**src/rtl/maquina_pkg.sv**
```systemverilog
// Shared definitions for the coffee machine: coin and price codes, their values in 50-colon units,
// and the payment-side state encoding.
package maquina_pkg;

  localparam int unsigned ANCHO_UNID = 7;

  typedef enum logic [1:0] {
    MONEDA_50   = 2'b00,
    MONEDA_100  = 2'b01,
    MONEDA_500  = 2'b10,
    MONEDA_1000 = 2'b11
  } moneda_e;

  // Price codes as shown by the controller while it waits for payment.
  typedef enum logic [3:0] {
    PRECIO_500  = 4'b0001,
    PRECIO_1000 = 4'b0010,
    PRECIO_1500 = 4'b0011,
    PRECIO_750  = 4'b0100,
    PRECIO_1250 = 4'b0101,
    PRECIO_1750 = 4'b0110,
    PRECIO_2000 = 4'b0111,
    PRECIO_2250 = 4'b1000
  } precio_e;

  typedef enum logic [1:0] {
    IDLE     = 2'd0,
    COBRANDO = 2'd1,
    PAGADO   = 2'd2,
    ENTREGA  = 2'd3
  } estado_e;

  localparam logic [ANCHO_UNID-1:0] UNID_50   = 7'd1;
  localparam logic [ANCHO_UNID-1:0] UNID_100  = 7'd2;
  localparam logic [ANCHO_UNID-1:0] UNID_500  = 7'd10;
  localparam logic [ANCHO_UNID-1:0] UNID_1000 = 7'd20;

  function automatic logic [ANCHO_UNID-1:0] valor_moneda(input logic [1:0] codigo);
    logic [ANCHO_UNID-1:0] valor;
    case (codigo)
      MONEDA_50:   valor = UNID_50;
      MONEDA_100:  valor = UNID_100;
      MONEDA_500:  valor = UNID_500;
      default:     valor = UNID_1000;
    endcase
    return valor;
  endfunction

  // Unknown codes map to 0 units, which the collector treats as an invalid price.
  function automatic logic [ANCHO_UNID-1:0] precio_unidades(input logic [3:0] codigo);
    logic [ANCHO_UNID-1:0] unidades;
    case (codigo)
      PRECIO_500:  unidades = 7'd10;
      PRECIO_1000: unidades = 7'd20;
      PRECIO_1500: unidades = 7'd30;
      PRECIO_750:  unidades = 7'd15;
      PRECIO_1250: unidades = 7'd25;
      PRECIO_1750: unidades = 7'd35;
      PRECIO_2000: unidades = 7'd40;
      PRECIO_2250: unidades = 7'd45;
      default:     unidades = 7'd0;
    endcase
    return unidades;
  endfunction

endpackage

```
**src/rtl/selector_vuelto.sv**
```systemverilog
// Greedy coin picker: largest coin not exceeding the pending amount, or nothing when it is zero.
module selector_vuelto
  import maquina_pkg::*;
#(
  parameter int unsigned ANCHO_MONTO = 7
) (
  input  logic [ANCHO_MONTO-1:0] resto_i,
  output logic [1:0]             moneda_o,
  output logic [ANCHO_MONTO-1:0] valor_o
);

  always_comb begin
    moneda_o = MONEDA_50;
    valor_o  = '0;
    if (resto_i >= ANCHO_MONTO'(UNID_1000)) begin
      moneda_o = MONEDA_1000;
      valor_o  = ANCHO_MONTO'(UNID_1000);
    end else if (resto_i >= ANCHO_MONTO'(UNID_500)) begin
      moneda_o = MONEDA_500;
      valor_o  = ANCHO_MONTO'(UNID_500);
    end else if (resto_i >= ANCHO_MONTO'(UNID_100)) begin
      moneda_o = MONEDA_100;
      valor_o  = ANCHO_MONTO'(UNID_100);
    end else if (resto_i != '0) begin
      moneda_o = MONEDA_50;
      valor_o  = ANCHO_MONTO'(UNID_50);
    end
  end

endmodule

```
**src/rtl/cobro_monedas.sv**
```systemverilog
// Payment collector: latches the price, accumulates coins, signals payment to the controller and
// hands out change or a full refund one coin at a time over a valid/ack handshake.
module cobro_monedas
  import maquina_pkg::*;
#(
  parameter int unsigned ANCHO_MONTO = 7,
  parameter int unsigned ESPERA_ACK  = 0
) (
  input  logic                   clk,
  input  logic                   reset,
  input  logic [3:0]             precio_in,
  input  logic                   precio_valido,
  input  logic [1:0]             moneda_in,
  input  logic                   moneda_in_valid,
  input  logic                   cancelar,
  output logic                   pago_recibido,
  output logic [ANCHO_MONTO-1:0] monto_acumulado,
  output logic [1:0]             moneda_out,
  output logic                   moneda_out_valid,
  input  logic                   moneda_out_ack,
  output logic                   es_devolucion,
  output logic                   moneda_rechazada,
  output logic                   precio_invalido,
  output logic                   ocupado
);

  // Reserved ack-timeout hook; this revision has no logic behind it.
  if (ESPERA_ACK != 0) begin : g_espera_ack_reservada
  end

  estado_e                state_q, state_d;
  logic [ANCHO_MONTO-1:0] precio_q, precio_d;
  logic [ANCHO_MONTO-1:0] acum_q, acum_d;
  logic [ANCHO_MONTO-1:0] resto_q, resto_d;
  logic [ANCHO_MONTO-1:0] monto_q, monto_d;
  logic [1:0]             moneda_out_q, moneda_out_d;
  logic                   precio_valido_prev_q;
  logic                   pago_q, pago_d;
  logic                   valid_q, valid_d;
  logic                   es_dev_q, es_dev_d;
  logic                   rechazada_q, rechazada_d;
  logic                   invalido_q, invalido_d;
  logic                   ocupado_q, ocupado_d;

  logic [ANCHO_MONTO-1:0] valor_in;
  logic [ANCHO_MONTO-1:0] suma;
  logic [ANCHO_MONTO-1:0] precio_nuevo;
  logic [1:0]             codigo_sel;
  logic [ANCHO_MONTO-1:0] valor_sel;

  selector_vuelto #(.ANCHO_MONTO(ANCHO_MONTO)) u_selector (
    .resto_i  (resto_q),
    .moneda_o (codigo_sel),
    .valor_o  (valor_sel)
  );

  assign valor_in     = moneda_in_valid ? ANCHO_MONTO'(valor_moneda(moneda_in)) : '0;
  assign suma         = acum_q + valor_in;
  assign precio_nuevo = ANCHO_MONTO'(precio_unidades(precio_in));

  always_comb begin
    state_d      = state_q;
    precio_d     = precio_q;
    acum_d       = acum_q;
    resto_d      = resto_q;
    moneda_out_d = moneda_out_q;
    valid_d      = valid_q;
    es_dev_d     = es_dev_q;
    pago_d       = 1'b0;
    invalido_d   = 1'b0;
    rechazada_d  = moneda_in_valid && (state_q != COBRANDO);

    case (state_q)
      IDLE: begin
        if (precio_valido && !precio_valido_prev_q) begin
          if (precio_nuevo != '0) begin
            precio_d = precio_nuevo;
            acum_d   = '0;
            state_d  = COBRANDO;
          end else begin
            invalido_d = 1'b1;
          end
        end
      end
      COBRANDO: begin
        // Abandoning the sale wins over completing it; a coin in the same cycle is refunded too.
        if (cancelar || !precio_valido) begin
          resto_d = suma;
          acum_d  = '0;
          if (suma != '0) begin
            es_dev_d = 1'b1;
            state_d  = ENTREGA;
          end else begin
            state_d = IDLE;
          end
        end else if (suma >= precio_q) begin
          resto_d = suma - precio_q;
          acum_d  = '0;
          pago_d  = 1'b1;
          state_d = PAGADO;
        end else begin
          acum_d = suma;
        end
      end
      PAGADO: begin
        state_d = (resto_q != '0) ? ENTREGA : IDLE;
      end
      ENTREGA: begin
        // resto_q is frozen while a coin is offered, so the selector still names that coin at ack.
        if (valid_q) begin
          if (moneda_out_ack) begin
            resto_d      = resto_q - valor_sel;
            valid_d      = 1'b0;
            moneda_out_d = MONEDA_50;
          end
        end else if (resto_q == '0) begin
          es_dev_d = 1'b0;
          state_d  = IDLE;
        end else begin
          valid_d      = 1'b1;
          moneda_out_d = codigo_sel;
        end
      end
      default: state_d = IDLE;
    endcase

    monto_d   = (state_d == COBRANDO) ? acum_d : '0;
    ocupado_d = (state_d != IDLE);
  end

  always_ff @(posedge clk) begin
    if (reset) begin
      state_q              <= IDLE;
      precio_q             <= '0;
      acum_q               <= '0;
      resto_q              <= '0;
      monto_q              <= '0;
      moneda_out_q         <= '0;
      precio_valido_prev_q <= 1'b0;
      pago_q               <= 1'b0;
      valid_q              <= 1'b0;
      es_dev_q             <= 1'b0;
      rechazada_q          <= 1'b0;
      invalido_q           <= 1'b0;
      ocupado_q            <= 1'b0;
    end else begin
      state_q              <= state_d;
      precio_q             <= precio_d;
      acum_q               <= acum_d;
      resto_q              <= resto_d;
      monto_q              <= monto_d;
      moneda_out_q         <= moneda_out_d;
      precio_valido_prev_q <= precio_valido;
      pago_q               <= pago_d;
      valid_q              <= valid_d;
      es_dev_q             <= es_dev_d;
      rechazada_q          <= rechazada_d;
      invalido_q           <= invalido_d;
      ocupado_q            <= ocupado_d;
    end
  end

  assign pago_recibido    = pago_q;
  assign monto_acumulado  = monto_q;
  assign moneda_out       = moneda_out_q;
  assign moneda_out_valid = valid_q;
  assign es_devolucion    = es_dev_q;
  assign moneda_rechazada = rechazada_q;
  assign precio_invalido  = invalido_q;
  assign ocupado          = ocupado_q;

endmodule

```
**config.mk**
```make
export PLATFORM = sky130hd
export DESIGN_NAME = cobro_monedas
export DESIGN_NICKNAME = d
export VERILOG_FILES = /design/src/rtl/maquina_pkg.sv /design/src/rtl/selector_vuelto.sv /design/src/rtl/cobro_monedas.sv
export SDC_FILE = /design/constraint.sdc
export NUM_CORES = 1
export LEC_CHECK = 0
export CAP_MARGIN = 20
export CORE_MARGIN = 10
export CORE_UTILIZATION = 55
export CTS_CLUSTER_DIAMETER = 40
export DETAILED_ROUTE_END_ITERATION = 6
export PLACE_DENSITY = 0.77
export SLEW_MARGIN = 10
export SYNTH_ARGS = -nofsm -noshare
export SYNTH_HDL_FRONTEND = slang
export SYNTH_SLANG_ARGS = --single-unit
```
**constraint.sdc**
```tcl
create_clock -name clk -period 7.4 [get_ports clk]
set_input_delay 1.85 -clock clk [delete_from_list [all_inputs] [get_ports clk]]
set_output_delay 1.85 -clock clk [all_outputs]
set_load 0.01 [all_outputs]
```
==> results.json <==
{
  "count_of_different_cell_masters_after_synthesis": 58,
  "synthesis.yosys.warnings": 0,
  "tightestPinTransition_ns": 0.777,
  "crit_fanout": 8,
  "place.detailed.hpwl_mm": 5.30,
  "number_of_buffers_added_by_the_clock_tree_synthesis_step": 5,
  "yosys_most_used_dff": "dfxtp_1",
  "placementRows": 25,
  "drt-total-wl_mm": 6.89,
  "slew_violations": 0,
  "drtPass1Iterations": 4,
  "grt.met3_usage_pct": 3.74,
  "outcome": "finished clean",
  "critPathCaptureType": "flip-flop",
  "numPortBuffers": 26,
  "vias_in_the_first_global_route": 2419,
  "path_class": "in2reg",
  "total_leakage_power_nw": 1.12,
  "num_vias": 2547,
  "critPathLaunchType": "primary input",
  "cts.clk_slew.worst_paths_ns": 0.07,
  "synth_edf_count": 0,
  "holdCritPathClass": "reg2reg",
  "critical_path.max_stage_delay_ns": 0.56,
  "wire_per_inst_um": 16.5,
  "insertedDiodeCount": 0,
  "die_w_um": 89.9,
  "cell_area_synth_sq_um": 2690,
  "synth_seq_cells": 38,
  "main_area_contributors_after_synthesis": "dfxtp_1 28%, ha_1 7.9%, nor2_1 4.5%, nand2_1 3.5%, a21oi_1 3.4%",
  "timing.reg2reg.worst_path_depth": 12,
  "postSynthCellCount": 335,
  "placedInstanceArea_sq_um": 2950,
  "ant_nets": 0,
  "required_ns": 7.56,
  "hold_viol_final": 0,
  "slew_headroom_pct": 48.0,
  "core-area_sq_um": 4720,
  "die_area_sq_um": 8080,
  "final_cells": 418,
  "synth-async-reset-ratio_pct": 0,
  "max_freq_mhz": 167,
  "cts_resized": 0,
  "crit_buf_inv": 4,
  "worstPathCellList": "clkdlybuf4s50_1, inv_1, ha_1, nand2_1, inv_1, ha_1, a21o_1, maj3_1, xnor2_1, inv_1, ha_1, o21a_1, o31a_1, o31a_1, nor4_4, nor3_2, a2111oi_1",
  "ctsRootBufferMaster": "clkbuf_8",
  "timing.critical_path.slowest_stage_cell": "nor4_4",
  "fin_skew_ns": 0.00738,
  "finalCoreUtilization_pct": 64.7,
  "max_cap_violations": 0,
  "final_layout_size_suffix_gt1_share_pct": 5.13,
  "grt_use_total_pct": 16.5,
  "totalNegativeSetupSlack_ns": 0,
  "postLayoutCellArea_sq_um": 3060,
  "first_pass_grt_wire_length_mm": 11.3,
  "area_delta_synth_final_pct": 13.9,
  "drt-initial-drc-count": 162,
  "design_power_total_uw": 565,
  "clock_path_buffers": 2,
  "drc": 0,
  "synth.net_count": 367,
  "antenna_found_initial": 0,
  "insertion_delay_ns": 0.30,
  "synth_top_area_share_pct": 28.3,
  "finalSetupViolCount": 0,
  "setup_repair_after_global_routing_missed_its_margin": "no",
  "starting_density_of_the_core_pct": 56.8,
  "yosys.area.top_type": "dfxtp_1",
  "tritoncts_num_sinks": 38,
  "gr-usage-met1_pct": 19.1,
  "post_cts_hold_buffer_count": 0,
  "gp_routability_congestion": 0.967,
  "timing.hold.worst_path_depth": 2,
  "finalNetCount": 382,
  "synth.yosys.seq_area_share_pct": 28.3,
  "syn_avg_cell_area_sq_um": 8.02,
  "dpl.cell_count": 410,
  "cts_tree": "done",
  "fill_cells": 406,
  "final_min_period_over_clock_period_pct": 80.9,
  "grt-ovfl-total": 0,
  "grt_start_max_net_pins": 34,
  "fin_crit_ns": 5.98,
  "num_io_pins": 27,
  "met2_track_utilization_from_global_routing_pct": 28.1,
  "h_tree_depth": 2,
  "timing.critical_path.max_delay_family": "compound AO/OA/AOI/OAI gates",
  "die_height_um": 89.9,
  "power_per_cell_area_nw_per_um2": 185,
  "cp_data_arrival_time_ns": 6.15,
  "grt_busiest_layer": "met2",
  "worst-path-stages": 17,
  "number_of_post_cts_setup_repair_buffers": 0,
  "post_drt_via_cell_ratio": 6.09,
  "irDropWorstVdd_v": 0.000107
}
sequential cells by signal, indices dropped and copies added (netlist names):
register	flops
es_devolucion	1
precio_q	6
monto_acumulado	7
resto_q	7
precio_valido_prev_q	1
moneda_out_valid	1
acum_q	7
pago_recibido	1
ocupado	1
moneda_out	2
state_q	2
precio_invalido	1
moneda_rechazada	1
final cells by class:
type	count	area, sq um	share of cell area, %
multi-input cells	254	1750	57.2
repair buffers	27	268	8.76
inverters	24	90.1	2.95
flip-flops and latches	38	761	24.9
well taps	67	83.8	2.74
clock buffers	7	76.3	2.50
clock inverters	1	30.0	0.982
logic make-up (layout without fill, tap and decap cells):
family	count (synthesis)	count (layout)	share of synthesized area, %
DFF	38	38	28.3
and+or+nand+nor	111	111	21.9
AOI/OAI and AO/OA	112	112	29.5
xor gates and xnor gates	8	8	2.61
buffers and inverters	43	59	6.52
other	1	1	0.140
adders and majority gates	21	21	10.5
muxes	1	1	0.373
metrics by stage:
stage | setup WS (ns) | hold WS (ns)
final | 1.42 | 0.476
after detailed placement | 1.16 | 0.468
after floorplan | 2.16 | 0.460
after global placement | 1.14 | 0.463
after global routing | 1.12 | 0.494
after CTS | 1.40 | 0.478
final timing paths:
path / startpoint / endpoint / slack [ns]
hold / removal: es_devolucion$_SDFFE_PP0P_ / es_devolucion$_SDFFE_PP0P_ / 0.48
hold reg to reg: es_devolucion$_SDFFE_PP0P_ / es_devolucion$_SDFFE_PP0P_ / 0.48
setup / recovery: moneda_in[0] / monto_acumulado[5]$_SDFF_PP0_ / 1.42
setup reg to reg: acum_q[0]$_SDFF_PP0_ / monto_acumulado[5]$_SDFF_PP0_ / 3.41
routing by layer:
layer | part of all wire [%] | routed length [um]
met1 | 45 | 3070
met2 | 48 | 3280
met3 | 5.4 | 375
met4 | 2.3 | 156
met5 | 0 | 0
where the power goes:
part / switching (mW) / total (mW) / internal [mW]
registers: 0.00875 / 0.223 / 0.214
clock network: 0.0731 / 0.174 / 0.101
logic: 0.0991 / 0.169 / 0.0694
total: 0.181 / 0.565 / 0.384
cells in the final DEF (no fill, tap or decap), types with 6 or more instances in the layout:
cell and count:
nor3_1 7, nand2_1 25, clkdlybuf4s50_1 26, a22oi_1 9, o21ai_0 17, a21oi_1 18
nor2b_1 7, xnor2_1 6, a2111oi_1 6, dfxtp_1 38, nor2_1 32, and2_1 6
inv_1 24, a211oi_1 8, ha_1 17, nand2b_1 7, o21a_1 11
tightest hold or removal path, stage by stage, from the launching register on:
cell      delay [ns]
dfxtp_1         0.32
inv_1           0.05
a221oi_1        0.06
cells in the mapped netlist, types with 2 or more instances:
cell,n
a2111oi_1,6
a211o_1,3
a211oi_1,8
a21o_1,2
a21oi_1,18
a22o_1,3
a22oi_1,9
a311oi_1,4
a31oi_1,5
a32o_1,2
a41oi_1,2
and2_1,6
and3_1,2
buf_2,5
clkbuf_1,12
dfxtp_1,38
fa_1,3
ha_1,17
inv_1,24
nand2_1,25
nand2b_1,7
nand3_1,3
nand4_1,2
nor2_1,32
nor2b_1,7
nor3_1,7
nor3_2,3
nor4_1,2
o211ai_1,4
o21a_1,11
o21ai_0,17
o221a_2,2
o22ai_1,3
o31a_1,2
o31ai_1,3
or3_1,4
or4_1,3
or4b_2,3
xnor2_1,6
xor2_1,2
No activity file was read; power rests on OpenSTA's default activity.
